`config.mk`:
```
export PLATFORM = sky130hd
export DESIGN_NAME = commit_ctrl
export DESIGN_NICKNAME = d
export VERILOG_FILES = /design/src/rtl/commit_pkg.sv /design/src/rtl/commit_ctrl_prefix.sv /design/src/rtl/commit_ctrl.sv
export SDC_FILE = /design/constraint.sdc
export NUM_CORES = 1
export LEC_CHECK = 0
export ABC_AREA = 1
export BUFFER_PORTS_ARGS = -buffer_cell sky130_fd_sc_hd__buf_2
export CAP_MARGIN = 20
export CORE_ASPECT_RATIO = 0.6
export CORE_UTILIZATION = 48
export DETAILED_ROUTE_END_ITERATION = 6
export PLACE_DENSITY = 0.82
export SLEW_MARGIN = 10
export SYNTH_ARGS = -nofsm -noshare
export SYNTH_HDL_FRONTEND = slang
export SYNTH_HIERARCHICAL = 1
export SYNTH_SLANG_ARGS = --single-unit
```
`constraint.sdc`:
```
create_clock -name clk -period 2.6 [get_ports clk]
set_input_delay 0 -clock clk [delete_from_list [all_inputs] [get_ports clk]]
set_output_delay 0 -clock clk [all_outputs]
set_load 0.01 [all_outputs]
```
`src/rtl/commit_pkg.sv`:
```
// -----------------------------------------------------------------------------
// commit_pkg
// Shared constants and types for the commit path. The ROB and exception unit
// consume the same CAUSE_W / COMMIT_WIDTH values, so they live here.
// -----------------------------------------------------------------------------
package commit_pkg;

  // Default number of ROB head slots inspected per cycle (max 7: ramt is 3 bits)
  localparam int COMMIT_WIDTH = 3;
  // Default number of cycles flush is held after an exception commits
  localparam int FLUSH_CYCLES = 4;
  // Exception cause width
  localparam int CAUSE_W      = 8;
  // Width of the retire / release amounts
  localparam int AMT_W        = 3;

  typedef enum logic [0:0] {
    RUN   = 1'b0,
    FLUSH = 1'b1
  } commit_state_t;

endpackage : commit_pkg

```
`src/rtl/commit_ctrl_prefix.sv`:
```
// -----------------------------------------------------------------------------
// commit_prefix
// Combinational leading-run scanner. Walks the head slots oldest-first and
// counts how many retire this cycle, stopping at the first slot that cannot.
// At most one store retires per cycle, and only when the store buffer has room.
// A completed exception in slot 0 overrides the scan and retires that slot alone.
//
// Ports
//   en_i       : scanning allowed (RUN state and not in reset)
//   ok_i       : per-slot valid & done & !exc
//   exc0_i     : slot 0 valid & done & exc
//   store_i    : per-slot store flag
//   iqrel_i    : per-slot "still owns an IQ entry" flag
//   sb_full_i  : store buffer cannot accept
//   ramt_o     : ROB entries retired
//   amt_o      : IQ entries released (always <= ramt_o)
//   exc0_o     : slot 0 exception is committing this cycle
// -----------------------------------------------------------------------------
module commit_prefix
  import commit_pkg::*;
#(
  parameter int COMMIT_WIDTH = commit_pkg::COMMIT_WIDTH
) (
  input  logic                    en_i,
  input  logic [COMMIT_WIDTH-1:0] ok_i,
  input  logic                    exc0_i,
  input  logic [COMMIT_WIDTH-1:0] store_i,
  input  logic [COMMIT_WIDTH-1:0] iqrel_i,
  input  logic                    sb_full_i,
  output logic [AMT_W-1:0]        ramt_o,
  output logic [AMT_W-1:0]        amt_o,
  output logic                    exc0_o
);

  // Leading-run scan over the head slots
  always_comb begin
    logic scan;
    logic st_used;
    logic take;
    ramt_o  = 3'd0;
    amt_o   = 3'd0;
    exc0_o  = 1'b0;
    scan    = 1'b1;
    st_used = 1'b0;
    take    = 1'b0;
    if (en_i) begin
      if (exc0_i) begin
        // Faulting entry at the head retires alone; it triggers the flush.
        ramt_o = 3'd1;
        amt_o  = {2'b00, iqrel_i[0]};
        exc0_o = 1'b1;
      end else begin
        for (int k = 0; k < COMMIT_WIDTH; k++) begin
          take = scan && ok_i[k] && (!store_i[k] || (!sb_full_i && !st_used));
          if (take) begin
            ramt_o = ramt_o + 3'd1;
            amt_o  = amt_o + {2'b00, iqrel_i[k]};
            if (store_i[k]) begin
              st_used = 1'b1;
            end else begin
              st_used = st_used;
            end
          end else begin
            // First slot that cannot retire ends the run for younger slots.
            scan = 1'b0;
          end
        end
      end
    end else begin
      exc0_o = 1'b0;
    end
  end

endmodule : commit_prefix

```
`src/rtl/commit_ctrl.sv`:
```
// -----------------------------------------------------------------------------
// commit_ctrl
// Commit-width controller upstream of the head-pointer block. Decides each
// cycle how many of the oldest ROB entries retire (ramt) and how many IQ
// entries they release (amt); both are combinational so the head pointers
// advance on the same edge. Sequences the exception flush and keeps
// commit/stall statistics.
//
// Ports
//   clk, rst     : clock, synchronous active-high reset
//   head_v/done/exc/store/iqrel : per-slot head status, slot 0 = oldest
//   head_cause   : per-slot cause, slot k at [k*CAUSE_W +: CAUSE_W]
//   sb_full      : store buffer cannot accept
//   ramt, amt    : retired ROB entries / released IQ entries (combinational)
//   flush        : flush request, held FLUSH_CYCLES cycles after an exception
//   exc_valid    : one-cycle pulse after an exception commits
//   exc_cause    : cause of the last committed exception
//   commit_cnt   : total retired entries (wraps)
//   stall_cnt    : RUN cycles with a valid head that retired nothing (wraps)
// -----------------------------------------------------------------------------
module commit_ctrl #(
  parameter int COMMIT_WIDTH = commit_pkg::COMMIT_WIDTH,
  parameter int FLUSH_CYCLES = commit_pkg::FLUSH_CYCLES,
  parameter int CAUSE_W      = commit_pkg::CAUSE_W
) (
  input  logic                            clk,
  input  logic                            rst,
  input  logic [COMMIT_WIDTH-1:0]         head_v,
  input  logic [COMMIT_WIDTH-1:0]         head_done,
  input  logic [COMMIT_WIDTH-1:0]         head_exc,
  input  logic [COMMIT_WIDTH-1:0]         head_store,
  input  logic [COMMIT_WIDTH-1:0]         head_iqrel,
  input  logic [COMMIT_WIDTH*CAUSE_W-1:0] head_cause,
  input  logic                            sb_full,
  output logic [2:0]                      ramt,
  output logic [2:0]                      amt,
  output logic                            flush,
  output logic                            exc_valid,
  output logic [CAUSE_W-1:0]              exc_cause,
  output logic [31:0]                     commit_cnt,
  output logic [31:0]                     stall_cnt
);

  import commit_pkg::*;

  localparam int FC_W = (FLUSH_CYCLES > 1) ? $clog2(FLUSH_CYCLES) : 1;

  commit_state_t            state_q;
  logic                     flush_q;
  logic                     exc_valid_q;
  logic [CAUSE_W-1:0]       exc_cause_q;
  logic [31:0]              commit_cnt_q;
  logic [31:0]              commit_cnt_d;
  logic [31:0]              stall_cnt_q;
  logic [31:0]              stall_cnt_d;
  logic [FC_W-1:0]          fcnt_q;

  logic                     en_s;
  logic [COMMIT_WIDTH-1:0]  ok_s;
  logic                     exc0_term_s;
  logic [2:0]               ramt_s;
  logic [2:0]               amt_s;
  logic                     exc0_s;
  logic                     cause_unused_s;

  // Only slot 0's cause is ever latched; younger slots reach slot 0 later.
  assign cause_unused_s = ^head_cause[COMMIT_WIDTH*CAUSE_W-1:CAUSE_W];

  assign en_s        = !rst && (state_q == RUN);
  assign ok_s        = head_v & head_done & ~head_exc;
  assign exc0_term_s = head_v[0] & head_done[0] & head_exc[0];

  commit_prefix #(
    .COMMIT_WIDTH (COMMIT_WIDTH)
  ) u_prefix (
    .en_i      (en_s),
    .ok_i      (ok_s),
    .exc0_i    (exc0_term_s),
    .store_i   (head_store),
    .iqrel_i   (head_iqrel),
    .sb_full_i (sb_full),
    .ramt_o    (ramt_s),
    .amt_o     (amt_s),
    .exc0_o    (exc0_s)
  );

  // Next values of the statistics counters
  always_comb begin
    commit_cnt_d = commit_cnt_q + 32'(ramt_s);
    stall_cnt_d  = stall_cnt_q;
    if ((state_q == RUN) && head_v[0] && (ramt_s == 3'd0)) begin
      stall_cnt_d = stall_cnt_q + 32'd1;
    end else begin
      stall_cnt_d = stall_cnt_q;
    end
  end

  // FSM, flush counter, exception capture and statistics
  always_ff @(posedge clk) begin
    if (rst) begin
      state_q      <= RUN;
      flush_q      <= 1'b0;
      exc_valid_q  <= 1'b0;
      exc_cause_q  <= '0;
      commit_cnt_q <= 32'd0;
      stall_cnt_q  <= 32'd0;
      fcnt_q       <= '0;
    end else begin
      exc_valid_q  <= 1'b0;
      commit_cnt_q <= commit_cnt_d;
      stall_cnt_q  <= stall_cnt_d;
      case (state_q)
        RUN: begin
          if (exc0_s) begin
            state_q     <= FLUSH;
            flush_q     <= 1'b1;
            exc_valid_q <= 1'b1;
            exc_cause_q <= head_cause[CAUSE_W-1:0];
            // Counts down to zero; flush drops on the edge where it is zero.
            fcnt_q      <= FC_W'(FLUSH_CYCLES - 1);
          end else begin
            flush_q <= 1'b0;
          end
        end
        FLUSH: begin
          if (fcnt_q == '0) begin
            state_q <= RUN;
            flush_q <= 1'b0;
          end else begin
            fcnt_q  <= fcnt_q - FC_W'(1);
          end
        end
        default: begin
          state_q <= RUN;
          flush_q <= 1'b0;
        end
      endcase
    end
  end

  assign ramt       = ramt_s;
  assign amt        = amt_s;
  assign flush      = flush_q;
  assign exc_valid  = exc_valid_q;
  assign exc_cause  = exc_cause_q;
  assign commit_cnt = commit_cnt_q;
  assign stall_cnt  = stall_cnt_q;

endmodule : commit_ctrl
```
## Word level (Yosys, flattened, before mapping)

Index checks and enable logic that the tools add are counted.

| storage, ports and cells | value |
|---|---|
| word-level logic and storage cells | 90 |
| bits in registers | 77 |
| bits of input ports | 42 |

| operators by class | value |
|---|---|
| muxes and demuxes | 42 |
| reduce and logical (&&, ||, !) cells | 25 |
| equal/unequal tests | 3 |
| bitwise operators | 6 |
| $add $sub $neg | 7 |

Operators by type and width:

| kind | number |
|---|---|
| 3-bit two-way mux | 16 |
| 32-bit by 1-bit adder with 32-bit output, second input constant | 1 |
| 32-bit by 3-bit adder with 32-bit output | 1 |
| 1-bit two-way mux | 21 |
| 1-bit logical AND | 10 |
| 1-bit zero test | 7 |
| 3-bit by 1-bit adder with 3-bit output | 2 |
| 3-bit by 1-bit adder with 3-bit output, second input constant | 2 |
| 3-bit AND | 2 |
| 2-bit two-way mux | 2 |
| 2-bit != test, second input constant | 2 |
| 1-bit one-hot mux with 2 select lines | 2 |
| 2-bit one-hot mux with 2 select lines | 1 |
| 2-bit AND reduction | 2 |
| 3-bit zero test | 1 |
| 1-bit logical OR | 3 |
| 3-bit NOT | 1 |
| 1-bit AND | 2 |
| 2-bit zero test | 1 |
| 2-bit by 1-bit != test with 1-bit output, second input constant | 1 |
| 2-bit OR reduction | 1 |
| 2-bit by 1-bit subtractor with 2-bit output, second input constant | 1 |
| 1-bit NOT | 1 |

## Longest topological paths before layout

| depth | value |
|---|---|
| depth in word-level cells | 22 |
| gate-level depth with buffers | 26 |

## Hierarchy

Netlist, hierarchy kept.

Modules (own cells, without submodules):

| module | times used | cells an instance | area each (µm²) |
|---|---|---|---|
| commit_ctrl | 1 | 627 | 4119.0 |
| commit_prefix | 1 | 55 | 306.5 |

## Worst setup path after synthesis

OpenSTA, ideal clock, no wires.

| timing path | value |
|---|---|
| kind | input to register |
| start | input head_v[0] |
| end | register commit_cnt_q[22] (netlist: commit_cnt[22]) |
| path slack | -0.018 ns |
| buffers on the path | 0 |
| arrival | 2.490 ns |
| cell stages on the path | 24 |
| path through | nand2_1 > nor2_1 > nand2_2 > nor2_4 > nand2_4 > inv_1 > ha_1 > nand2_1 > inv_1 > nand3_1 > nand3_1 > nand2_1 > ha_1 > fa_1 > nand2_1 > nand2_1 > nand2_1 > inv_1 > nand2_1 > nor2_4 > nand2_1 > nand2_1 > nand2_1 > nor2_1 |

| on the way | value |
|---|---|
| longest elaborated chain between the ends | 21 |
| elaborated cells on any way between the ends | 40 |

Ends and longest elaborated chain:

| item | line | source |
|---|---|---|
| start: declaration | commit_ctrl.sv:28 | `input logic [COMMIT_WIDTH-1:0] head_v,` |
| 3-bit AND * (2 in a row) | commit_ctrl.sv:70 | `assign ok_s = head_v & head_done & ~head_exc;` |
| net ok_s[0] | commit_ctrl.sv:59 | `logic [COMMIT_WIDTH-1:0] ok_s;` |
| 1-bit logical AND * | commit_ctrl_prefix.sv:54 | `take = scan && ok_i[k] && (!store_i[k] \|\| (!sb_full_i && !st_used));` |
| parallel branches: the longest is 14 deep, another holds 3-bit by 1-bit adder with 3-bit output | - |  |
| 3-bit two-way mux * | commit_ctrl_prefix.sv:55 | `if (take) begin` |
| 3-bit two-way mux * | commit_ctrl_prefix.sv:47 | `if (exc0_i) begin` |
| 3-bit two-way mux * | commit_ctrl_prefix.sv:46 | `if (en_i) begin` |
| net ramt[0] | commit_ctrl.sv:35 | `output logic [2:0] ramt,` |
| 32-bit by 3-bit adder with 32-bit output * | commit_ctrl.sv:89 | `commit_cnt_d = commit_cnt_q + 32'(ramt_s);` |
| end signal: assignment | commit_ctrl.sv:110 | `commit_cnt_q <= commit_cnt_d;` |
| end: declaration | commit_ctrl.sv:52 | `logic [31:0] commit_cnt_q;` |

Mark *: on every way through the listed nets, which the timed path passes. The select of a mux whose other input is x is not followed.
A chain may end at the register's enable or synchronous reset.

## Worst setup path in the final report

| timing path | value |
|---|---|
| start | input head_v[1] |
| end | register commit_cnt_q[28] (netlist: commit_cnt[28]) |

| on the way | value |
|---|---|
| longest elaborated chain between the ends | 15 |
| elaborated cells on any way between the ends | 23 |

Ends and longest elaborated chain:

| item | line |
|---|---|
| 3-bit AND * (2 in a row) | commit_ctrl.sv:70 |
| net ok_s[1] | commit_ctrl.sv:59 |
| 1-bit logical AND * (2 in a row) | commit_ctrl_prefix.sv:54 |
| parallel branches: the longest is 7 deep, another holds 3-bit by 1-bit adder with 3-bit output | - |
| 3-bit two-way mux * | commit_ctrl_prefix.sv:55 |
| 3-bit two-way mux * | commit_ctrl_prefix.sv:47 |
| 3-bit two-way mux * | commit_ctrl_prefix.sv:46 |
| 32-bit by 3-bit adder with 32-bit output * | commit_ctrl.sv:89 |

Marks and branches as above.

==> results.py <==
metrics = {
    "pwr": {
        "switchingPower_w": 0.000584,
        "ir_drop_uv": 329,
        "leakage_nw": 2.53,
        "seqPwrFrac_pct": 46.6,
        "power.total_w": 0.00257,
        "comb_power_share_pct": 6.0,
        "power.share.clock_pct": 47.4,
        "intPower_w": 0.00199,
        "switching_share_pct": 22.7,
        "power.density_nw_per_um2": 465,
    },
    "clocking": {
        "cts_tree": "yes",
        "clkTransAtPathRegs_ns": 0.06,
        "clockBufferDepth": 2,
        "insertion_delay_ns": 0.33,
        "cts_buffers": 9,
        "htree_num_levels": 3,
        "clockRootBuffer": "clkbuf_16",
        "post_cts_buffers": 0,
        "clock-sinks": 77,
    },
    "floorplan": {
        "die_h_um": 76.4,
        "core_um2": 8720,
        "rows": 26,
        "initial_core_util_pct": 50.8,
        "die_w_um": 126,
        "ioPinCount": 122,
        "die_area_um2": 9620,
    },
    "critical_path": {
        "cpPeakStageDelay_ns": 0.40,
        "required_ns": 2.87,
        "crit_type": "in -> reg",
        "slowest_stage": "fa_1",
        "path_cells": "buf_2 > nand2_1 > nor2_1 > inv_1 > nor2_4 > nand2_4 > inv_1 > ha_1 > nand2_1 > inv_1 > nand3_1 > nand3_1 > nand2_1 > ha_1 > fa_1 > nand2_1 > nand2_1 > nand2_2 > buf_4 > nor3_1 > buf_4 > nand2_1 > nand2_1 > a21oi_1",
        "cp.buffers_inverters": 6,
        "cp-end-kind": "register",
        "critPathLaunchType": "input port",
        "worstPathArrival_ns": 2.61,
        "crit_family": "simple AND/OR/NAND/NOR gates",
        "crit_fanout": 3,
        "cp_common_cell": "nand2_1",
    },
    "flow_run": {
        "cap_viol_max_count": 0,
    },
    "layout": {
        "layout-drive-gt1-share_pct": 23.3,
        "nets": 864,
        "postLayoutCellArea_um2": 5540,
        "fillCellCount": 793,
        "multi_input_area_um2": 2480,
        "regArea_um2": 1540,
        "area_growth_syn_to_layout_pct": 25.2,
        "diodes": 0,
        "fin_cells": 927,
    },
    "grt": {
        "grt_util_all_layers_pct": 27.1,
        "antenna_found_initial": 0,
        "grt_pass1_wl_mm": 20.6,
        "grt_pass1_vias": 4312,
        "overflow": 0,
        "grt_start_max_net_pins": 36,
    },
    "sta": {
        "finalSetupViolations": 0,
        "finalHoldViolCount": 0,
        "drv_slew": 0,
        "skew_ns": 0.00589,
        "finalCritPeriodShare_pct": 90.0,
        "timing.fmax_mhz": 427,
        "layout_setup_ws_ns": 0.260,
        "tightest_slew_ns": 0.415,
        "holdWs_ns": 0.192,
        "min_period_ns": 2.34,
        "max_slew_margin_pct": 72.3,
        "rsz0062_at_grt": "no",
    },
    "synthesis": {
        "synthArstFlopShare_pct": 0,
        "synth_flop_cell": "dfxtp_1",
        "avgSynthCellArea_um2": 6.49,
        "syn_nets": 735,
        "synth_cell_types": 34,
        "yosysSeqAreaShare_pct": 34.8,
        "ys_ff_latch": 77,
        "synth_area_um2": 4430,
        "syn-instance-count": 682,
        "synth-edff-count": 0,
        "synth_warnings": 6,
    },
    "place": {
        "placed_cells": 904,
        "dp_slack_ns": -0.144,
        "place_congestion": 0.949,
        "place_hpwl_mm": 9.53,
        "dpl_cell_area_um2": 5160,
        "port_buffers": 105,
    },
    "status": {
        "status": "complete, no violations",
    },
    "routing": {
        "drt-total-wl_mm": 12.4,
        "ant_nets": 0,
        "drt_iter0_markers": 456,
        "vias": 4750,
        "viasPerCell": 5.12,
        "detail_route.wl_per_cell_um": 13.4,
        "firstDrtPassIters": 5,
        "drc": 0,
    },
    "min_path": {
        "min_path_type": "in -> reg",
    },
}
==> power by group through the flow <==
stage / sequential, W / clock [W] / combinational (W)
floorplan: 0.00123 / 0 / 0.0000831
global placement: 0.00122 / 0 / 0.000139
detailed placement: 0.00123 / 0 / 0.000146
CTS: 0.00120 / 0.00125 / 0.000155
global route: 0.00120 / 0.00130 / 0.000175
finish: 0.00120 / 0.00122 / 0.000156
==> through the flow <==
step,setup TNS [ns],utilization [%]
finish,0,63.5
global route,0,63.5
CTS,0,63.5
detailed placement,-0.924,59.2
global placement,-0.00690,59.2
floorplan,0,-
==> cells by family after synthesis <==
group | after synthesis | share of synthesized area (%)
DFF | 77 | 34.8
xor gates and xnor gates | 10 | 1.98
adders and majority gates | 11 | 3.28
and+or+nand+nor | 414 | 43.3
AOI/OAI and AO/OA | 63 | 7.44
buffers and inverters | 107 | 9.19
==> state kept, by name, indices dropped and copies added (netlist names) <==
register and count:
commit_cnt 32, exc_cause 8, exc_valid 1, fcnt_q 2, flush 1, stall_cnt 32
state_q 1
==> worst min-delay path: stages <==
cell,delay (ns)
buf_2,0.11
buf_4,0.25
nor2_1,0.13
==> path summary, 6_finish.rpt <==
path | start | endpoint | slack, ns | cells after the start
worst max-delay path | head_v[1] | commit_cnt[28] | 0.26 | 24
worst max register to register | state_q | commit_cnt[20] | 0.37 | 15
worst min register to register | fcnt_q[1] | fcnt_q[1] | 0.46 | 2
worst min-delay path | rst | exc_valid | 0.19 | 3
==> per-layer routing <==
metal	global-route usage (%)	part of all wire, %	up-vias
li1	-	-	2396
met4	6.02	0.82	0
met2	40.8	43	196
met1	38.9	47	2149
met5	0	0	-
met3	6.60	9.5	9
==> final cells by class <==
| cell class | instances | area share [%] |
|---|---|---|
| inverters | 97 | 6.57 |
| flip-flops and latches | 77 | 27.8 |
| multi-input cells | 498 | 44.9 |
| repair buffers | 128 | 13.0 |
| well taps | 112 | 2.53 |
| clock inverters | 6 | 1.17 |
| clock buffers | 9 | 4.07 |
==> placed cells by master (no fill, tap or decap), types with 12 or more instances in the layout <==
master	instances
nand2_1	155
inv_1	91
nor2_4	15
nor2_1	132
buf_4	15
nand4_1	12
dfxtp_1	77
buf_2	105
nand2_2	15
a21oi_1	32
o21ai_0	22
nand3_1	43
nor2_2	13
==> timing repair <==
item | in CTS | in global routing
hold buffers | 8 | 0
hold endpoints to repair | 8 | 0
endpoints found under the setup margin | 0 | 3
resized for setup | 0 | 2
==> synthesized netlist by cell type (4+ instances only) <==
| library cell | number | share of area [%] |
|---|---|---|
| xnor2_1 | 6 | 1.2 |
| nor2_4 | 15 | 3.8 |
| nand2_2 | 13 | 1.8 |
| nand3b_1 | 7 | 1.2 |
| o21ai_1 | 4 | 0.45 |
| clkbuf_1 | 6 | 0.51 |
| dfxtp_1 | 77 | 35 |
| nor3_1 | 10 | 1.1 |
| inv_1 | 91 | 7.7 |
| a21oi_1 | 32 | 3.6 |
| ha_1 | 10 | 2.8 |
| nand4_1 | 12 | 1.7 |
| nor2_1 | 133 | 11 |
| nor3b_1 | 4 | 0.68 |
| o21ai_0 | 22 | 2.5 |
| inv_2 | 6 | 0.51 |
| xor2_1 | 4 | 0.79 |
| nand3_1 | 43 | 4.9 |
| nand2_1 | 157 | 13 |
| nor2_2 | 12 | 1.7 |
No activity file was read; power rests on OpenSTA's default activity.
